### src/rtl/alu_iter_seq_if.sv
// Bundles the request/response and shared-ALU signals of alu_iter_seq.
//   start/op/a/b   : operation request, sampled by the sequencer in IDLE
//   busy/done      : sequencer status; done is a one-cycle pulse
//   result         : registered result, held until the next accepted start
//   alu_ctrl/n1/n2 : drive toward the shared ALU while busy
//   alu_out/flag   : shared ALU response
// master = requester plus shared ALU side, slave = the sequencer.
interface alu_iter_seq_if #(
    parameter int unsigned W = 32
) ();
    logic         start;
    logic [1:0]   op;
    logic [W-1:0] a;
    logic [W-1:0] b;
    logic         busy;
    logic         done;
    logic [W-1:0] result;
    logic [3:0]   alu_ctrl;
    logic [W-1:0] alu_n1;
    logic [W-1:0] alu_n2;
    logic [W-1:0] alu_out;
    logic         alu_flag;

    modport master (
        output start, op, a, b, alu_out, alu_flag,
        input  busy, done, result, alu_ctrl, alu_n1, alu_n2
    );

    modport slave (
        input  start, op, a, b, alu_out, alu_flag,
        output busy, done, result, alu_ctrl, alu_n1, alu_n2
    );
endinterface

### src/rtl/alu_iter_seq.sv
// Iterative MUL / DIVU / REMU sequencer driving a shared ALU, one ALU op per
// cycle for W cycles per instruction. Shifting, bit selection and result
// accumulation are local; every add/sub/compare is done by the external ALU.
// Ports:
//   clk   : clock, rising edge
//   rst_n : asynchronous active-low reset
//   bus   : alu_iter_seq_if slave modport (request, status, result, ALU drive)
module alu_iter_seq #(
    parameter int unsigned W = 32
) (
    input logic          clk,
    input logic          rst_n,
    alu_iter_seq_if.slave bus
);
    localparam int unsigned CntW = (W > 1) ? $clog2(W) : 1;

    localparam logic [3:0] AluAdd = 4'b0000;
    localparam logic [3:0] AluSub = 4'b1111;

    typedef enum logic [1:0] {StIdle, StRun, StDone} state_e;

    state_e         state_q, state_d;
    logic [CntW-1:0] cnt_q, cnt_d;
    logic [1:0]     op_q, op_d;
    // Shifts left every RUN cycle: for MUL it is a << i, for DIV its MSB is a[W-1-i].
    logic [W-1:0]   a_q, a_d;
    logic [W-1:0]   b_q, b_d;
    logic [W-1:0]   acc_q, acc_d;
    logic [W-1:0]   rem_q, rem_d;
    logic [W-1:0]   quo_q, quo_d;
    logic [W-1:0]   result_q, result_d;

    logic [3:0]     alu_ctrl;
    logic [W-1:0]   alu_n1;
    logic [W-1:0]   alu_n2;
    logic [W-1:0]   sh;
    logic           take;

    // Partial remainder shifted left with the next dividend bit appended.
    assign sh = {rem_q[W-2:0], a_q[W-1]};
    // A set MSB means the shifted value is at least 2^W > b, so subtract anyway;
    // the wrapped difference is then the exact remainder.
    assign take = rem_q[W-1] | bus.alu_flag;

    always_comb begin
        state_d  = state_q;
        cnt_d    = cnt_q;
        op_d     = op_q;
        a_d      = a_q;
        b_d      = b_q;
        acc_d    = acc_q;
        rem_d    = rem_q;
        quo_d    = quo_q;
        result_d = result_q;
        alu_ctrl = AluAdd;
        alu_n1   = '0;
        alu_n2   = '0;

        unique case (state_q)
            StIdle: begin
                if (bus.start) begin
                    state_d = StRun;
                    cnt_d   = '0;
                    op_d    = bus.op;
                    a_d     = bus.a;
                    b_d     = bus.b;
                    acc_d   = '0;
                    rem_d   = '0;
                    quo_d   = '0;
                end
            end
            StRun: begin
                cnt_d = cnt_q + CntW'(1);
                a_d   = a_q << 1;
                if (!op_q[1]) begin
                    alu_ctrl = AluAdd;
                    alu_n1   = acc_q;
                    alu_n2   = b_q[cnt_q] ? a_q : '0;
                    acc_d    = bus.alu_out;
                end else begin
                    alu_ctrl = AluSub;
                    alu_n1   = sh;
                    alu_n2   = b_q;
                    rem_d    = take ? bus.alu_out : sh;
                    // Quotient bits arrive MSB first, so shift them in from the LSB.
                    quo_d    = {quo_q[W-2:0], take};
                end
                if (cnt_q == CntW'(W - 1)) begin
                    state_d  = StDone;
                    result_d = !op_q[1] ? acc_d : (op_q[0] ? rem_d : quo_d);
                end
            end
            StDone: begin
                state_d = StIdle;
            end
            default: begin
                state_d = StIdle;
            end
        endcase
    end

    always_ff @(posedge clk or negedge rst_n) begin
        if (!rst_n) begin
            state_q  <= StIdle;
            cnt_q    <= '0;
            op_q     <= '0;
            a_q      <= '0;
            b_q      <= '0;
            acc_q    <= '0;
            rem_q    <= '0;
            quo_q    <= '0;
            result_q <= '0;
        end else begin
            state_q  <= state_d;
            cnt_q    <= cnt_d;
            op_q     <= op_d;
            a_q      <= a_d;
            b_q      <= b_d;
            acc_q    <= acc_d;
            rem_q    <= rem_d;
            quo_q    <= quo_d;
            result_q <= result_d;
        end
    end

    assign bus.busy     = (state_q != StIdle);
    assign bus.done     = (state_q == StDone);
    assign bus.result   = result_q;
    assign bus.alu_ctrl = alu_ctrl;
    assign bus.alu_n1   = alu_n1;
    assign bus.alu_n2   = alu_n2;
endmodule

### src/flat_wrapper.sv
// flat-port wrapper written by rule: the top's interface ports become plain ports
module alu_iter_seq_flat 
#(
    parameter int unsigned W = 32
)
  (clk, rst_n, bus_start, bus_op, bus_a, bus_b, bus_alu_out, bus_alu_flag, bus_busy, bus_done, bus_result, bus_alu_ctrl, bus_alu_n1, bus_alu_n2);
  alu_iter_seq_if #(.W(W)) bus_i ();
  input logic clk;
  input logic rst_n;
  input wire logic [$bits(bus_i.start)-1:0] bus_start;
  input wire logic [$bits(bus_i.op)-1:0] bus_op;
  input wire logic [$bits(bus_i.a)-1:0] bus_a;
  input wire logic [$bits(bus_i.b)-1:0] bus_b;
  input wire logic [$bits(bus_i.alu_out)-1:0] bus_alu_out;
  input wire logic [$bits(bus_i.alu_flag)-1:0] bus_alu_flag;
  output wire logic [$bits(bus_i.busy)-1:0] bus_busy;
  output wire logic [$bits(bus_i.done)-1:0] bus_done;
  output wire logic [$bits(bus_i.result)-1:0] bus_result;
  output wire logic [$bits(bus_i.alu_ctrl)-1:0] bus_alu_ctrl;
  output wire logic [$bits(bus_i.alu_n1)-1:0] bus_alu_n1;
  output wire logic [$bits(bus_i.alu_n2)-1:0] bus_alu_n2;
  assign bus_i.start = bus_start;
  assign bus_i.op = bus_op;
  assign bus_i.a = bus_a;
  assign bus_i.b = bus_b;
  assign bus_i.alu_out = bus_alu_out;
  assign bus_i.alu_flag = bus_alu_flag;
  assign bus_busy = bus_i.busy;
  assign bus_done = bus_i.done;
  assign bus_result = bus_i.result;
  assign bus_alu_ctrl = bus_i.alu_ctrl;
  assign bus_alu_n1 = bus_i.alu_n1;
  assign bus_alu_n2 = bus_i.alu_n2;
  alu_iter_seq #(.W(W)) u_core (.clk(clk), .rst_n(rst_n), .bus(bus_i));
endmodule
### config.mk
export PLATFORM = sky130hd
export DESIGN_NAME = alu_iter_seq_flat
export DESIGN_NICKNAME = d
export VERILOG_FILES = /design/src/rtl/alu_iter_seq_if.sv /design/src/rtl/alu_iter_seq.sv /design/src/flat_wrapper.sv
export SDC_FILE = /design/constraint.sdc
export NUM_CORES = 1
export LEC_CHECK = 0
export CAP_MARGIN = 5
export CORE_MARGIN = 2
export CORE_UTILIZATION = 58
export CTS_BUF_LIST = sky130_fd_sc_hd__clkbuf_4
export DETAILED_ROUTE_END_ITERATION = 10
export GPL_ROUTABILITY_DRIVEN = 0
export PLACE_DENSITY = 0.89
export SYNTH_ARGS = -nofsm -noshare
export SYNTH_HDL_FRONTEND = slang
export SYNTH_SLANG_ARGS = --single-unit
### constraint.sdc
create_clock -name clk -period 3.3 [get_ports clk]
set_input_delay 0.66 -clock clk [delete_from_list [all_inputs] [get_ports clk]]
set_output_delay 0.66 -clock clk [all_outputs]
set_load 0.02 [all_outputs]
==> out/metrics.yaml <==
placement:
  dp_hpwl_mm: 17.4
  port_buffers: 203
  postPlaceCellArea_mm2: 0.0122
timing:
  post_route_worst_setup_slack_ps: -214
  timing.slew.headroom: 0.247
  finalHoldWorstSlack_ps: 53.9
  setup-violations-final: 32
  fmax_mhz: 285
  hold_violations: 0
  layout_worst_path_cycle_share: 1.06
  grt_setup_unrepaired: "true"
  fin_tns_setup_ps: -5840
  clock_skew_ps: 20.6
  timing_max_transition_violations_final: 0
  finalCriticalPeriod_ps: 3510
  worst_pin_slew_ps: 1130
clock_tree:
  clockBufferDepth: 2
  tritoncts_buffer_count: 17
  clock_tree.root_cell: "sky130_fd_sc_hd__clkbuf_4"
  cts_tree: "yes"
  clk_pin_slew_ps: 160
  cts.sink_count: 200
  number_of_buffers_added_to_fix_hold_violations_after_cts: 0
  insertion_delay_ps: 610
  cts_max_level: 4
power_and_ir_drop:
  p_per_area_mw_per_mm2: 1150
  ir_drop_uv: 1010
  total_power_mw: 14.7
  leakage_power_total_nw: 6.12
status:
  violations: "negative setup slack"
  run_status: "complete, but fails checks"
die:
  die_area_mm2: 0.0185
  core_region_area_mm2: 0.0172
  die_h_um: 136
  placement_rows: 48
  floorplan.io_pins: 204
  floorplan.initialDensity: 0.589
  die_w_um: 136
routing:
  drtAntennaViolNets: 0
  drt_pass1_iterations: 5
  drt-total-wl_mm: 27.8
  drc: 0
  avgRoutedWirePerCell_um: 18.9
  route.vias.total: 8915
  detail_route.vias_per_cell: 6.07
  drtIter0Drc: 885
critical_path:
  critical_path.cell_chain: "bufbuf_16, mux2i_1, a221oi_1, nand4b_1, nand3_4, buf_8, a22o_1, buf_6"
  timing.critical_path.buf_inv: 3
  worst_path_largest_cell_delay_ps: 480
  cpMaxStageDelayCell: "sky130_fd_sc_hd__dfrtp_2"
  worst_setup_path_start_kind: "flip-flop"
  cpLargestDelayFamily: "compound AO/OA/AOI/OAI gates"
  worst-endpoint-arrival_ps: 2850
  setup.worst_path.end_class: "primary output"
  worst-endpoint-required_ps: 2640
  setup.worst_path.class: "reg -> out"
  crit_fanout: 10
global_route:
  grt.overflow.total: 0
  first_global_vias: 8488
  largest_net_degree_at_the_start_of_global_routing: 98
  gr-usage-all-layers: 0.294
  initial_antenna_violation_count: 1
  grt_first_pass_wirelength_mm: 43.2
logic_synthesis:
  dominant_combinational_cell_family_by_area_after_synthesis: "compound AO/OA/AOI/OAI gates"
  syn_area_mm2: 0.0101
  postSynthCellCount: 1069
  synthXorXnorAreaFrac: 0
  post_synth_mux_area_share: 0.110
  ys_seq_area_frac: 0.495
  ys.warnings.count: 0
  post_synth_and_or_nand_nor_area_fraction: 0.165
  synth.lib_cells_used.distinct: 46
  synth_compound_gate_area_share: 0.178
  synth_nets: 1173
  syn-mean-instance-area_um2: 9.46
  ys_seq_elements: 200
  synth_adder_area_share: 0.00247
finish:
  final_core_util: 0.743
  post-route-cell-area_mm2: 0.0128
  finalNetCount: 1333
  area_growth_pct: 26.1
  fraction_of_layout_instances_using_a_drive_strength_above_1: 0.0974
flow_run:
  cap_viol_max_count: 0
min_path:
  timing.hold.worst.class: "in -> async"
==> final cells by class <==
type | instances | area, um2
flip-flops and latches | 200 | 5010
repair buffers | 233 | 2520
diodes | 1 | 2.50
well taps | 225 | 282
clock inverters | 13 | 104
multi-input cells | 772 | 4670
fillers | 1173 | 4420
clock buffers | 19 | 143
inverters | 5 | 18.8
==> layer usage <==
layer,share of wire,track usage,vias to the layer above,routed length (um)
met1,0.40,0.393,4385,11300
met4,0.026,0.108,0,717
met5,0,0,-,0
met3,0.074,0.0570,70,2060
met2,0.50,0.481,405,13800
li1,-,-,4055,-
==> per-stage QoR <==
stage	cells	worst slack, ps
2_1_floorplan	1069	886
3_3_place_gp	1427	323
3_5_place_dp	1427	269
4_1_cts	1461	-104
5_1_grt	1468	-293
6_report	1468	-214
==> flip-flops by register name, summed over array words and instances, names as in the netlist <==
register,flops
u_core.rem_q,32
u_core.a_q,32
u_core.op_q,2
u_core.b_q,32
u_core.quo_q,31
u_core.acc_q,32
u_core.state_q,2
u_core.cnt_q,5
u_core.bus.result,32
==> cell usage in the layout (no fill, tap or decap), types with 12 or more instances in the layout <==
cell	n
sky130_fd_sc_hd__nand2_1	236
sky130_fd_sc_hd__dfrtp_1	197
sky130_fd_sc_hd__clkdlybuf4s50_1	170
sky130_fd_sc_hd__nor2_1	128
sky130_fd_sc_hd__mux2i_1	103
sky130_fd_sc_hd__a22o_1	93
sky130_fd_sc_hd__nand3_1	34
sky130_fd_sc_hd__buf_6	33
sky130_fd_sc_hd__a21oi_1	32
sky130_fd_sc_hd__a21o_1	31
sky130_fd_sc_hd__a31oi_1	30
sky130_fd_sc_hd__a211oi_1	30
sky130_fd_sc_hd__clkbuf_4	19
sky130_fd_sc_hd__buf_4	15
sky130_fd_sc_hd__o21ai_0	12
==> cell usage after synthesis, drive strengths merged <==
library cell,instances,area [um2]
nor4,1,6.26
o21ai,12,60.1
dfrtp,200,5000
nor2,133,514
o22ai,3,18.8
a22o,95,835
and2,1,6.26
and3,1,6.26
mux2,7,78.8
a211oi,30,225
or2b,1,7.51
nand3,35,180
a21oi,32,160
a22oi,2,15.0
o32ai,1,8.76
ha,2,25.0
clkbuf,56,262
nand4,2,12.5
a21o,31,233
nor2b,2,12.5
nand3b,1,7.51
inv,5,18.8
o211ai,1,7.51
mux2i,103,1030
buf,35,214
dlygate4sd1,1,8.76
nand2,238,893
nand2b,1,6.26
a2bb2oi,2,23.8
a221oi,2,17.5
nand4b,1,8.76
a31oi,30,188
and2b,1,8.76
a311oi,1,8.76
==> cell families (layout without fill, tap and decap cells) <==
kind of cell / Yosys count / count (layout)
other cells: 0 / 1
flops: 200 / 200
buf+inv: 97 / 270
mux: 110 / 110
simple gates: 418 / 418
fa+ha+maj: 2 / 2
compound gates: 242 / 242
==> power by group <==
group	internal (mW)	switching, mW
combinational	4.19	4.65
sequential	3.54	1.08
clock	0.384	0.834
total	8.11	6.56
==> repair_timing <==
action,in CTS,in global routing
cloned,2,4
pin swaps,0,36
gates resized for setup,100,110
setup buffers,0,2
setup endpoints to repair,64,40
==> final timing paths <==
check	startpoint	end	slack [ps]	cells after the start
min in group clk	u_core.bus.result[16]$_DFFE_PN0P_	u_core.bus.result[16]$_DFFE_PN0P_	490	1
max in group asynchronous	rst_n	u_core.quo_q[13]$_DFFE_PN0P_	2440	2
min reg2reg	u_core.bus.result[16]$_DFFE_PN0P_	u_core.bus.result[16]$_DFFE_PN0P_	490	1
min	rst_n	u_core.bus.result[5]$_DFFE_PN0P_	50	1
max reg2reg	u_core.state_q[1]$_DFFE_PN0P_	u_core.acc_q[18]$_DFFE_PN0P_	1000	6
max	u_core.cnt_q[0]$_DFFE_PN0P_	bus_alu_n2[9]	-210	8
Note: power is estimated with default switching activity, not from simulation.
